--- src/rtl/fnscatf_decoder_pipe.sv ---
// Pipelined FNS-CATF codeword decoder with valid/ready flow control.
// Stages: normalise -> two half partial sums -> final sum with range flag.
module fnscatf_decoder_pipe #(
  parameter int unsigned     CW_W      = 9,
  parameter int unsigned     DATA_W    = 8,
  parameter longint unsigned MAX_VALUE = (64'd1 << DATA_W) - 64'd1
) (
  input  logic              clk,
  input  logic              rst_n,
  input  logic              in_valid,
  output logic              in_ready,
  input  logic [CW_W-1:0]   codein,
  output logic              out_valid,
  input  logic              out_ready,
  output logic [DATA_W-1:0] dataout,
  output logic              out_err
);

  localparam int unsigned SW = DATA_W + 1;
  localparam int unsigned QW = CW_W - 1;
  localparam int unsigned LO = QW / 2;

  typedef logic [SW-1:0] sum_t;

  // Fibonacci weight k with w[0]=1, w[1]=2.
  function automatic sum_t fib_w(input int unsigned k);
    sum_t a, b, t;
    a = sum_t'(1);
    b = sum_t'(2);
    for (int unsigned i = 0; i < k; i++) begin
      t = a + b;
      a = b;
      b = t;
    end
    return a;
  endfunction

  logic              v1_q, v1_d, flag_q, flag_d;
  logic [QW-1:0]     q_q, q_d;
  logic              v2_q, v2_d;
  sum_t              lo_q, lo_d, hi_q, hi_d;
  logic              v3_q, v3_d;
  logic [DATA_W-1:0] dataout_q, dataout_d;
  logic              err_q, err_d;
  logic              ld1, ld2, ld3;
  sum_t              sum;

  always_comb begin
    // Each stage may load when empty or when the stage after it is loading.
    ld3 = !v3_q || out_ready;
    ld2 = !v2_q || ld3;
    ld1 = !v1_q || ld2;

    v1_d      = v1_q;
    flag_d    = flag_q;
    q_d       = q_q;
    v2_d      = v2_q;
    lo_d      = lo_q;
    hi_d      = hi_q;
    v3_d      = v3_q;
    dataout_d = dataout_q;
    err_d     = err_q;
    sum       = lo_q + hi_q;

    if (ld1) v1_d = in_valid;
    if (ld1 && in_valid) begin
      flag_d = codein[CW_W-1];
      q_d    = codein[CW_W-1] ? {1'b0, codein[CW_W-2:1]} : codein[CW_W-2:0];
    end

    if (ld2) v2_d = v1_q;
    if (ld2 && v1_q) begin
      lo_d = '0;
      hi_d = flag_q ? fib_w(CW_W - 1) : '0;
      for (int unsigned k = 0; k < QW; k++) begin
        if (q_q[k]) begin
          if (k < LO) lo_d = lo_d + fib_w(k);
          else        hi_d = hi_d + fib_w(k);
        end
      end
    end

    if (ld3) v3_d = v2_q;
    if (ld3 && v2_q) begin
      dataout_d = sum[DATA_W-1:0];
      err_d     = 64'(sum) > MAX_VALUE;
    end
  end

  always_ff @(posedge clk or negedge rst_n) begin
    if (!rst_n) begin
      v1_q      <= 1'b0;
      flag_q    <= 1'b0;
      q_q       <= '0;
      v2_q      <= 1'b0;
      lo_q      <= '0;
      hi_q      <= '0;
      v3_q      <= 1'b0;
      dataout_q <= '0;
      err_q     <= 1'b0;
    end else begin
      v1_q      <= v1_d;
      flag_q    <= flag_d;
      q_q       <= q_d;
      v2_q      <= v2_d;
      lo_q      <= lo_d;
      hi_q      <= hi_d;
      v3_q      <= v3_d;
      dataout_q <= dataout_d;
      err_q     <= err_d;
    end
  end

  assign in_ready  = ld1;
  assign out_valid = v3_q;
  assign dataout   = dataout_q;
  assign out_err   = err_q;

endmodule

--- config.mk ---
export PLATFORM = sky130hd
export DESIGN_NAME = fnscatf_decoder_pipe
export DESIGN_NICKNAME = d
export VERILOG_FILES = /design/src/rtl/fnscatf_decoder_pipe.sv
export SDC_FILE = /design/constraint.sdc
export NUM_CORES = 1
export LEC_CHECK = 0
export CAP_MARGIN = 20
export CORE_ASPECT_RATIO = 1.1
export CORE_MARGIN = 8
export CORE_UTILIZATION = 56
export DETAILED_ROUTE_END_ITERATION = 8
export GPL_ROUTABILITY_DRIVEN = 0
export HOLD_SLACK_MARGIN = 0.15
export PLACE_DENSITY_LB_ADDON = 0.15
export SYNTH_ARGS = -nofsm -noshare
export SYNTH_HDL_FRONTEND = slang
export SYNTH_SLANG_ARGS = --single-unit
--- constraint.sdc ---
create_clock -name clk -period 2.9 [get_ports clk]
set_input_delay 0.58 -clock clk [delete_from_list [all_inputs] [get_ports clk]]
set_output_delay 0.58 -clock clk [all_outputs]
set_load 0.01 [all_outputs]
==> results of run 1 <==
==> worst register-to-register path, cell delays in order, from the launching register on <==
cell and delay [ns]:
dfrtp_1 0.51, inv_1 0.19, ha_1 0.40, nor2b_2 0.20, o21ai_0 0.18, a211o_1 0.30
xnor2_1 0.18, a2111o_1 0.41, o211ai_1 0.09
==> layer usage <==
layer / vias to the layer above / wire length, um / GRT usage [%]
met1: 733 / 1650 / 15.8
li1: 813 / - / -
met5: - / 0 / 0
met4: 0 / 74 / 7.06
met3: 6 / 162 / 4.23
met2: 26 / 1800 / 24.4
==> worst max path at each step <==
stage | slack, ns | cells past startpoint | to | from
final | 0.36 | 8 | hi_q[6] | flag_q
after global routing | 0.18 | 8 | hi_q[6] | flag_q
after CTS | 0.37 | 8 | hi_q[6] | flag_q
after detailed placement | 0.40 | 8 | hi_q[6] | flag_q
after global placement | 0.50 | 8 | hi_q[6] | flag_q
after floorplan | 0.63 | 8 | hi_q[6] | flag_q
==> synth_stat cells (all sizes together), types with 4 or more instances <==
master,count,area [sq um]
a21oi,5,25.0
clkbuf,4,15.0
ha,15,188
nor2b,6,40.0
nand2,36,135
o21ai,30,150
mux2i,10,100
nand2b,8,50.1
mux2,5,60.1
xor2,8,70.1
buf,4,33.8
dfrtp,34,851
xnor2,10,87.6
inv,11,41.3
nor2,6,22.5
==> metrics by stage <==
step,util (%),std cells
floorplan,-,222
global placement,65.8,292
detailed placement,65.8,292
CTS,68.3,300
global route,68.3,300
finish,68.3,300
==> where the power goes <==
| group | switching (W) | internal (W) | leakage (nW) | total [W] |
|---|---|---|---|---|
| sequential | 0.000114 | 0.000610 | 0.418 | 0.000725 |
| combinational | 0.000351 | 0.000376 | 0.656 | 0.000726 |
| clock | 0.000169 | 0.000191 | 0.0482 | 0.000360 |
| total | 0.000634 | 0.00118 | 1.12 | 0.00181 |
==> cell usage in the layout (no fill, tap or decap), types with 3 or more instances in the layout <==
cell,synthesis,layout
clkbuf_8,0,6
dfrtp_1,34,34
xor2_1,8,8
nor2b_1,5,5
mux2_2,4,4
nor2_1,6,6
ha_1,15,15
nand2b_1,8,8
clkdlybuf4s50_1,0,23
nand2_1,36,36
inv_1,11,11
o211ai_1,3,3
mux2i_1,10,10
a21oi_1,5,5
buf_4,1,5
xnor2_1,10,10
o21ai_0,30,30
nand3_1,3,3
==> state kept, by name, summed over array words and instances (netlist names) <==
signal,count
lo_q,4
q_q,8
out_err,1
dataout,8
hi_q,9
flag_q,1
v1_q,1
v2_q,1
out_valid,1
==> cell families after synthesis <==
group | synth area share, %
and+or+nand+nor | 14.6
DFF | 40.0
AOI/OAI and AO/OA | 16.4
adders and majority gates | 9.78
buffers and inverters | 4.24
xor gates and xnor gates | 7.42
muxes | 7.54
==> final cells by class <==
cell class	instances	area, sq um
fillers	311	1160
clock buffers	7	86.3
clock inverters	1	5.00
well taps	50	62.6
flip-flops and latches	34	851
repair buffers	28	268
multi-input cells	169	1180
inverters	11	41.3
==> metrics.md, run 1 <==
| Metric | Value |
|---|---|
| Outcome | `finished clean` |
| Mapped Cells | `222` |
| Number of routed nets with antenna violations | `0` |
| CTS Buf Count | `5` |
| DR WL/cell | `12.3 um` |
| Port bufs | `23` |
| Later-pin clock latency in the skew report | `0.29 ns` |
| Hold Crit Start | `dataout[6]` |
| Gr ovfl total | `0` |
| Syn nets | `251` |
| Clock Sinks | `34` |
| Critical Path Fanout Max | `10` |
| Leak | `1.12 nW` |
| First-pass GRT wire length | `6690 um` |
| Max-cap violations | `0` |
| Hold Path Depth | `2` |
| Syn Area/Cell | `9.57 sq um` |
| Area Overhead vs Synth | `17.6%` |
| Final nets | `278` |
| Crit path cell chain | `inv_1, ha_1, nor2b_2, o21ai_0, a211o_1, xnor2_1, a2111o_1, o211ai_1` |
| Worst Setup End Kind | `flip-flop` |
| Final Hold Vio Count | `0` |
| P per Cell Area | `725 nW/um^2` |
| Fin Hold WS | `0.475 ns` |
| Worst Reg-to-Reg Cells | `8` |
| Diodes inserted | `0` |
| Final Cell Area | `2500 sq um` |
| Detailed-route DRC error count | `0` |
| Crit path required time | `3.11 ns` |
| Reg2reg end | `hi_q[6]` |
| Via count | `1578` |
| Async SR Flop Fraction | `100%` |
| Maximum VDD drop | `0.000381 V` |
| Largest net degree at the start of global routing | `35` |
| Unrepaired setup endpoints after global routing | `no` |
| Post-Route Setup TNS | `0 ns` |
| Number of vias per cell | `5.26` |
| Min cycle time layout | `2.54 ns` |
| Clk buf depth | `2` |
| PnR Total Power | `0.00181 W` |
| Core Box Area | `3650 sq um` |
| Root buf cell | `clkbuf_8` |
| Boundary Pins | `24` |
| Worst-path clk slew | `0.07 ns` |
| Top_reg_cell synth | `dfrtp_1` |
| H-tree levels | `2` |
| Final setup skew | `0.00309 ns` |
| Reg-to-reg startpoint | `flag_q` |
| Fraction of layout cells with a size suffix above 1 | `9.20%` |
| DP Area | `2410 sq um` |
| Slew headroom | `70.9%` |
| Final Max Slew Viols | `0` |
| Die ar. | `6020 sq um` |
| Final HPWL DP | `2940 um` |
| Seq/Total Area, Yosys | `40.0%` |
| Setup WS pre-CTS | `0.398 ns` |
| Final WS setup | `0.356 ns` |
| Arr. time, crit path | `2.75 ns` |
| CP top delay family | `compound AO/OA/AOI/OAI gates` |
| Vias in the first global route | `1621` |
| Setup violators final | `0` |
| CTS tree | `done` |
| Hold_buf cts | `0` |
| Die H | `80.6 um` |
| Min-Delay Endpoint | `dataout[6]` |
| # resized after CTS | `0` |
| Worst Setup Start Kind | `flip-flop` |
| Initial antenna violation count | `0` |
| Post-synth cell types | `39` |
| Worst Hold Class | `reg -> reg` |
| Maximum achievable frequency | `393 MHz` |
| Row count | `23` |
| Initial DRC count | `48` |
| Initial core utilization | `58.1%` |
| Max incr delay on CP | `0.51 ns` |
| Post-CTS Setup Inserts | `0` |
| Post-Syn Area | `2120 sq um` |
| EDFF count, synth | `0` |
| Max stage delay cell, worst path | `dfrtp_1` |
| Kind of critical path | `reg -> reg` |
| GRT Util Overall | `14.4%` |
| Fin crit share | `87.7%` |
| FF+latch count, synth | `34` |
| Slew @ Worst Pin | `0.435 ns` |
| DRT Wirelength | `3690 um` |
| Synth warn | `0` |
| TritonRoute pass-1 iters | `4` |
| Worst R2R Setup Slack | `0.36 ns` |
| Worst path bufs/invs | `1` |
| Die span in x | `74.7 um` |
No activity file was read; power rests on OpenSTA's default activity.
==> run 2: changes to the inputs <==
--- a/config.mk
+++ b/config.mk
@@ -7,7 +7,7 @@
 export LEC_CHECK = 0
 export CAP_MARGIN = 20
 export CORE_ASPECT_RATIO = 1.1
-export CORE_MARGIN = 8
+export CORE_MARGIN = 2
 export CORE_UTILIZATION = 56
 export DETAILED_ROUTE_END_ITERATION = 8
 export GPL_ROUTABILITY_DRIVEN = 0
==> metrics.md, run 2 (synthesis results as in run 1) <==
| Metric | Value |
|---|---|
| Outcome | `finished clean` |
| Port bufs | `23` |
| Diodes inserted | `0` |
| Register area | `851 sq um` |
| # resized after CTS | `0` |
| Max-cap violations | `0` |
| Initial core utilization | `58.1%` |
| Clock Sinks | `34` |
| CTS Buf Count | `5` |
| Setup violators final | `0` |
| Number of routed nets with antenna violations | `0` |
| DP Area | `2400 sq um` |
| Arr. time, crit path | `2.75 ns` |
| First-pass GRT wire length | `6390 um` |
| Hold_buf cts | `0` |
| Die H | `68.6 um` |
| Most frequent cells in the layout | `nand2_1, dfrtp_1, o21ai_0` |
| TritonRoute pass-1 iters | `4` |
| Largest Register | `hi_q` |
| Final setup skew | `0.00639 ns` |
| Final WS setup | `0.362 ns` |
| Root buf cell | `clkbuf_8` |
| Clk buf depth | `2` |
| Crit path required time | `3.11 ns` |
| Final HPWL DP | `2740 um` |
| Max reg flops | `9` |
| Final nets | `277` |
| Maximum achievable frequency | `394 MHz` |
| Slew @ Worst Pin | `0.466 ns` |
| Leak | `1.12 nW` |
| Vias in the first global route | `1474` |
| Gr ovfl total | `0` |
| Worst-path clk slew | `0.07 ns` |
| Via count | `1522` |
| Kind of critical path | `reg -> reg` |
| Slew headroom | `68.8%` |
| Maximum VDD drop | `0.000349 V` |
| Final Max Slew Viols | `0` |
| PnR Total Power | `0.00180 W` |
| GRT Util Overall | `19.5%` |
| DRT Wirelength | `3560 um` |
| Unrepaired setup endpoints after global routing | `no` |
| Layout Utilization | `68.1%` |
| Setup WS pre-CTS | `0.384 ns` |
| Final Hold Vio Count | `0` |
| P per Cell Area | `722 nW/um^2` |
| Later-pin clock latency in the skew report | `0.29 ns` |
| Worst Setup End Kind | `flip-flop` |
| Initial DRC count | `56` |
| Commonest non-fill, non-tap cell in the layout | `nand2_1` |
| Post-Route Setup TNS | `0 ns` |
| Critical Path Fanout Max | `10` |
| Min cycle time layout | `2.54 ns` |
| Core Box Area | `3650 sq um` |
| Largest net degree at the start of global routing | `35` |
| Detailed-route DRC error count | `0` |
| DR WL/cell | `11.9 um` |
| Fin crit share | `87.5%` |
| H-tree levels | `2` |
| Final Cell Area | `2490 sq um` |
| CTS tree | `done` |
| Die ar. | `4300 sq um` |
| Worst Hold Class | `reg -> reg` |
| Fraction of layout cells with a size suffix above 1 | `8.84%` |
| Row count | `23` |
| Worst Setup Start Kind | `flip-flop` |
| Fillers | `311` |
| Number of vias per cell | `5.09` |
| Post-CTS Setup Inserts | `0` |
| Area occupied by multi-input gates | `1180 sq um` |
| Initial antenna violation count | `0` |
| Area Overhead vs Synth | `17.2%` |
| Die span in x | `62.7 um` |
| Boundary Pins | `24` |
## run 2: critical path, stage by stage (launching register included)
cell and delay, ns:
dfrtp_1 0.51, inv_1 0.20, ha_1 0.40, nor2b_2 0.20, o21ai_0 0.18, a211o_1 0.31
xnor2_1 0.17, a2111o_1 0.40, o211ai_1 0.09
## run 2: final cells by class
type / count / share of cell area (%)
multi-input combinational: 169 / 47.5
sequential: 34 / 34.2
clock buffer: 7 / 3.47
clock inverter: 1 / 0.201
inverter: 11 / 1.66
timing repair buffer: 27 / 10.5
tap: 50 / 2.51
## run 2: routing by layer
metal  part of all wire, %  vias up  wire length (um)  GRT usage (%)
met5                     0        -                 0              0
met4                   1.9        0                68           7.50
met3                   3.4        8               122           4.87
met2                    49       27              1760           37.2
met1                    45      677              1610           21.3
li1                      -      810                 -              -
## run 2: worst paths after layout
check,startpoint,endpoint,slack [ns],depth (start not counted)
setup / recovery,flag_q,hi_q[6],0.36,8
hold / removal,dataout[7],dataout[7],0.48,2
setup reg to reg,flag_q,hi_q[6],0.36,8
hold reg to reg,dataout[7],dataout[7],0.48,2
max in group asynchronous,rst_n,lo_q[3],1.90,2
min in group asynchronous,rst_n,hi_q[4],0.70,2
## run 2: stage by stage
stage	std cells	hold WS, ns
2_1_floorplan	222	0.284
3_3_place_gp	291	0.460
3_5_place_dp	291	0.469
4_1_cts	299	0.484
5_1_grt	299	0.497
6_report	299	0.476
## run 2: report_power, final
part           switching (W)  internal (W)  leakage (nW)  total, W
clock network       0.000170      0.000191        0.0482  0.000362
registers           0.000112      0.000610         0.418  0.000722
logic               0.000341      0.000372         0.652  0.000713
==> run 3: changes to the inputs <==
--- a/config.mk
+++ b/config.mk
@@ -12,7 +12,7 @@
 export DETAILED_ROUTE_END_ITERATION = 8
 export GPL_ROUTABILITY_DRIVEN = 0
 export HOLD_SLACK_MARGIN = 0.15
-export PLACE_DENSITY_LB_ADDON = 0.15
+export PLACE_DENSITY = 0.8
 export SYNTH_ARGS = -nofsm -noshare
 export SYNTH_HDL_FRONTEND = slang
 export SYNTH_SLANG_ARGS = --single-unit
==> metrics.md, run 3 (synthesis results as in run 1) <==
| Metric | Value |
|---|---|
| Outcome | `finished clean` |
| Most frequent cells in the layout | `nand2_1, dfrtp_1, o21ai_0` |
| CTS Buf Count | `5` |
| Die ar. | `4300 sq um` |
| Largest net degree at the start of global routing | `35` |
| Maximum achievable frequency | `395 MHz` |
| Max reg flops | `9` |
| Port bufs | `23` |
| Number of routed nets with antenna violations | `0` |
| First-pass GRT wire length | `6980 um` |
| Fillers | `307` |
| Leak | `1.14 nW` |
| Clock Sinks | `34` |
| Initial core utilization | `58.1%` |
| Fin crit share | `87.3%` |
| P per Cell Area | `789 nW/um^2` |
| Diodes inserted | `0` |
| DR WL/cell | `12.9 um` |
| Crit path required time | `3.11 ns` |
| DRT Wirelength | `3850 um` |
| Slew headroom | `71.3%` |
| Final Max Slew Viols | `0` |
| GRT Util Overall | `20.9%` |
| Critical path origin | `flag_q` |
| Critical Path Fanout Max | `10` |
| Post-CTS Setup Inserts | `0` |
| Via count | `1566` |
| Slew @ Worst Pin | `0.429 ns` |
| Setup violators final | `0` |
| Gr ovfl total | `0` |
| Maximum VDD drop | `0.000333 V` |
| Area Overhead vs Synth | `19.4%` |
| Arr. time, crit path | `2.74 ns` |
| Die H | `68.6 um` |
| TritonRoute pass-1 iters | `4` |
| Hold_buf cts | `0` |
| Initial antenna violation count | `0` |
| Hold Path Depth | `2` |
| Reg-to-reg startpoint | `flag_q` |
| Final Hold Vio Count | `0` |
| Unrepaired setup endpoints after global routing | `no` |
| Worst R2R Setup Slack | `0.37 ns` |
| H-tree levels | `2` |
| Max-cap violations | `0` |
| Post-Route Setup TNS | `0 ns` |
| Min cycle time layout | `2.53 ns` |
| Die span in x | `62.7 um` |
| Row count | `23` |
| Largest Register | `hi_q` |
| Later-pin clock latency in the skew report | `0.29 ns` |
| Boundary Pins | `24` |
| Worst Reg-to-Reg Cells | `8` |
| Initial DRC count | `38` |
| Final setup skew | `0.00469 ns` |
| Final HPWL DP | `2890 um` |
| CTS tree | `done` |
| Fraction of layout cells with a size suffix above 1 | `9.24%` |
| Critical Path Sink | `hi_q[6]` |
| Core Box Area | `3650 sq um` |
| Clk buf depth | `2` |
| Worst-path clk slew | `0.07 ns` |
| Detailed-route DRC error count | `0` |
| PnR Total Power | `0.00200 W` |
| Worst Setup End Kind | `flip-flop` |
| Commonest non-fill, non-tap cell in the layout | `nand2_1` |
| # resized after CTS | `0` |
| Final nets | `277` |
| Worst Hold Class | `reg -> reg` |
| Worst Setup Start Kind | `flip-flop` |
| Root buf cell | `clkbuf_8` |
| Reg2reg end | `hi_q[6]` |
| Kind of critical path | `reg -> reg` |
| Vias in the first global route | `1542` |
| Number of vias per cell | `5.24` |
==> run 3: cell types whose count changed in the layout (fill, tap and decap cells not counted) <==
| cell | previous run | this run |
|---|---|---|
| bufinv_16 | 0 | 2 |
| clkbuf_1 | 1 | 0 |
| clkbuf_8 | 6 | 5 |
| clkinv_2 | 1 | 0 |
| clkinv_4 | 0 | 1 |
==> run 3: report_power, final <==
part,switching [W],internal (W),leakage (nW),total (W)
clock network,0.000188,0.000344,0.0683,0.000533
registers,0.000121,0.000610,0.418,0.000731
logic,0.000360,0.000378,0.651,0.000738
total,0.000669,0.00133,1.14,0.00200
==> run 3: stage by stage <==
stage                     utilization, %  instances  hold WS, ns  setup WS (ns)  area (sq um)
final                               69.4        299        0.482          0.367          2540
after global routing                69.4        299        0.505          0.112          2540
after CTS                           69.4        299        0.487          0.363          2540
after detailed placement            65.6        291        0.470          0.392          2400
after global placement              65.6        291        0.460          0.501          2400
after floorplan                        -        222        0.284          0.635          2120
==> run 3: area by class of cell <==
cell class | instances | area, sq um | area share, %
Tap cell | 50 | 62.6 | 2.47
Sequential cell | 34 | 851 | 33.5
Clock inverter | 3 | 68.8 | 2.71
Inverter | 11 | 41.3 | 1.63
Clock buffer | 5 | 68.8 | 2.71
Multi-Input combinational cell | 169 | 1180 | 46.7
Timing Repair Buffer | 27 | 260 | 10.3
==> run 3: how the worst min path moves through the flow <==
stage / startpoint / endpoint
6_report: dataout[6] / dataout[6]
4_1_cts: dataout[6] / dataout[6]
3_3_place_gp: dataout[3] / dataout[3]
3_5_place_dp: dataout[6] / dataout[6]
5_1_grt: dataout[6] / dataout[6]
2_1_floorplan: rst_n / dataout[0]
==> run 3: metal layers <==
| layer | up-vias | part of all wire, % | track usage [%] |
|---|---|---|---|
| met1 | 717 | 42 | 22.8 |
| met2 | 27 | 52 | 40.1 |
| met5 | - | 0 | 0 |
| met3 | 7 | 2.9 | 3.57 |
| met4 | 0 | 2.2 | 10.8 |
| li1 | 815 | - | - |
==> run 3: worst max-delay path: stages, from the launching register on <==
cell and delay (ns):
dfrtp_1 0.51, inv_1 0.19, ha_1 0.40, nor2b_2 0.20, o21ai_0 0.17, a211o_1 0.30
xnor2_1 0.18, a2111o_1 0.41, o211ai_1 0.10
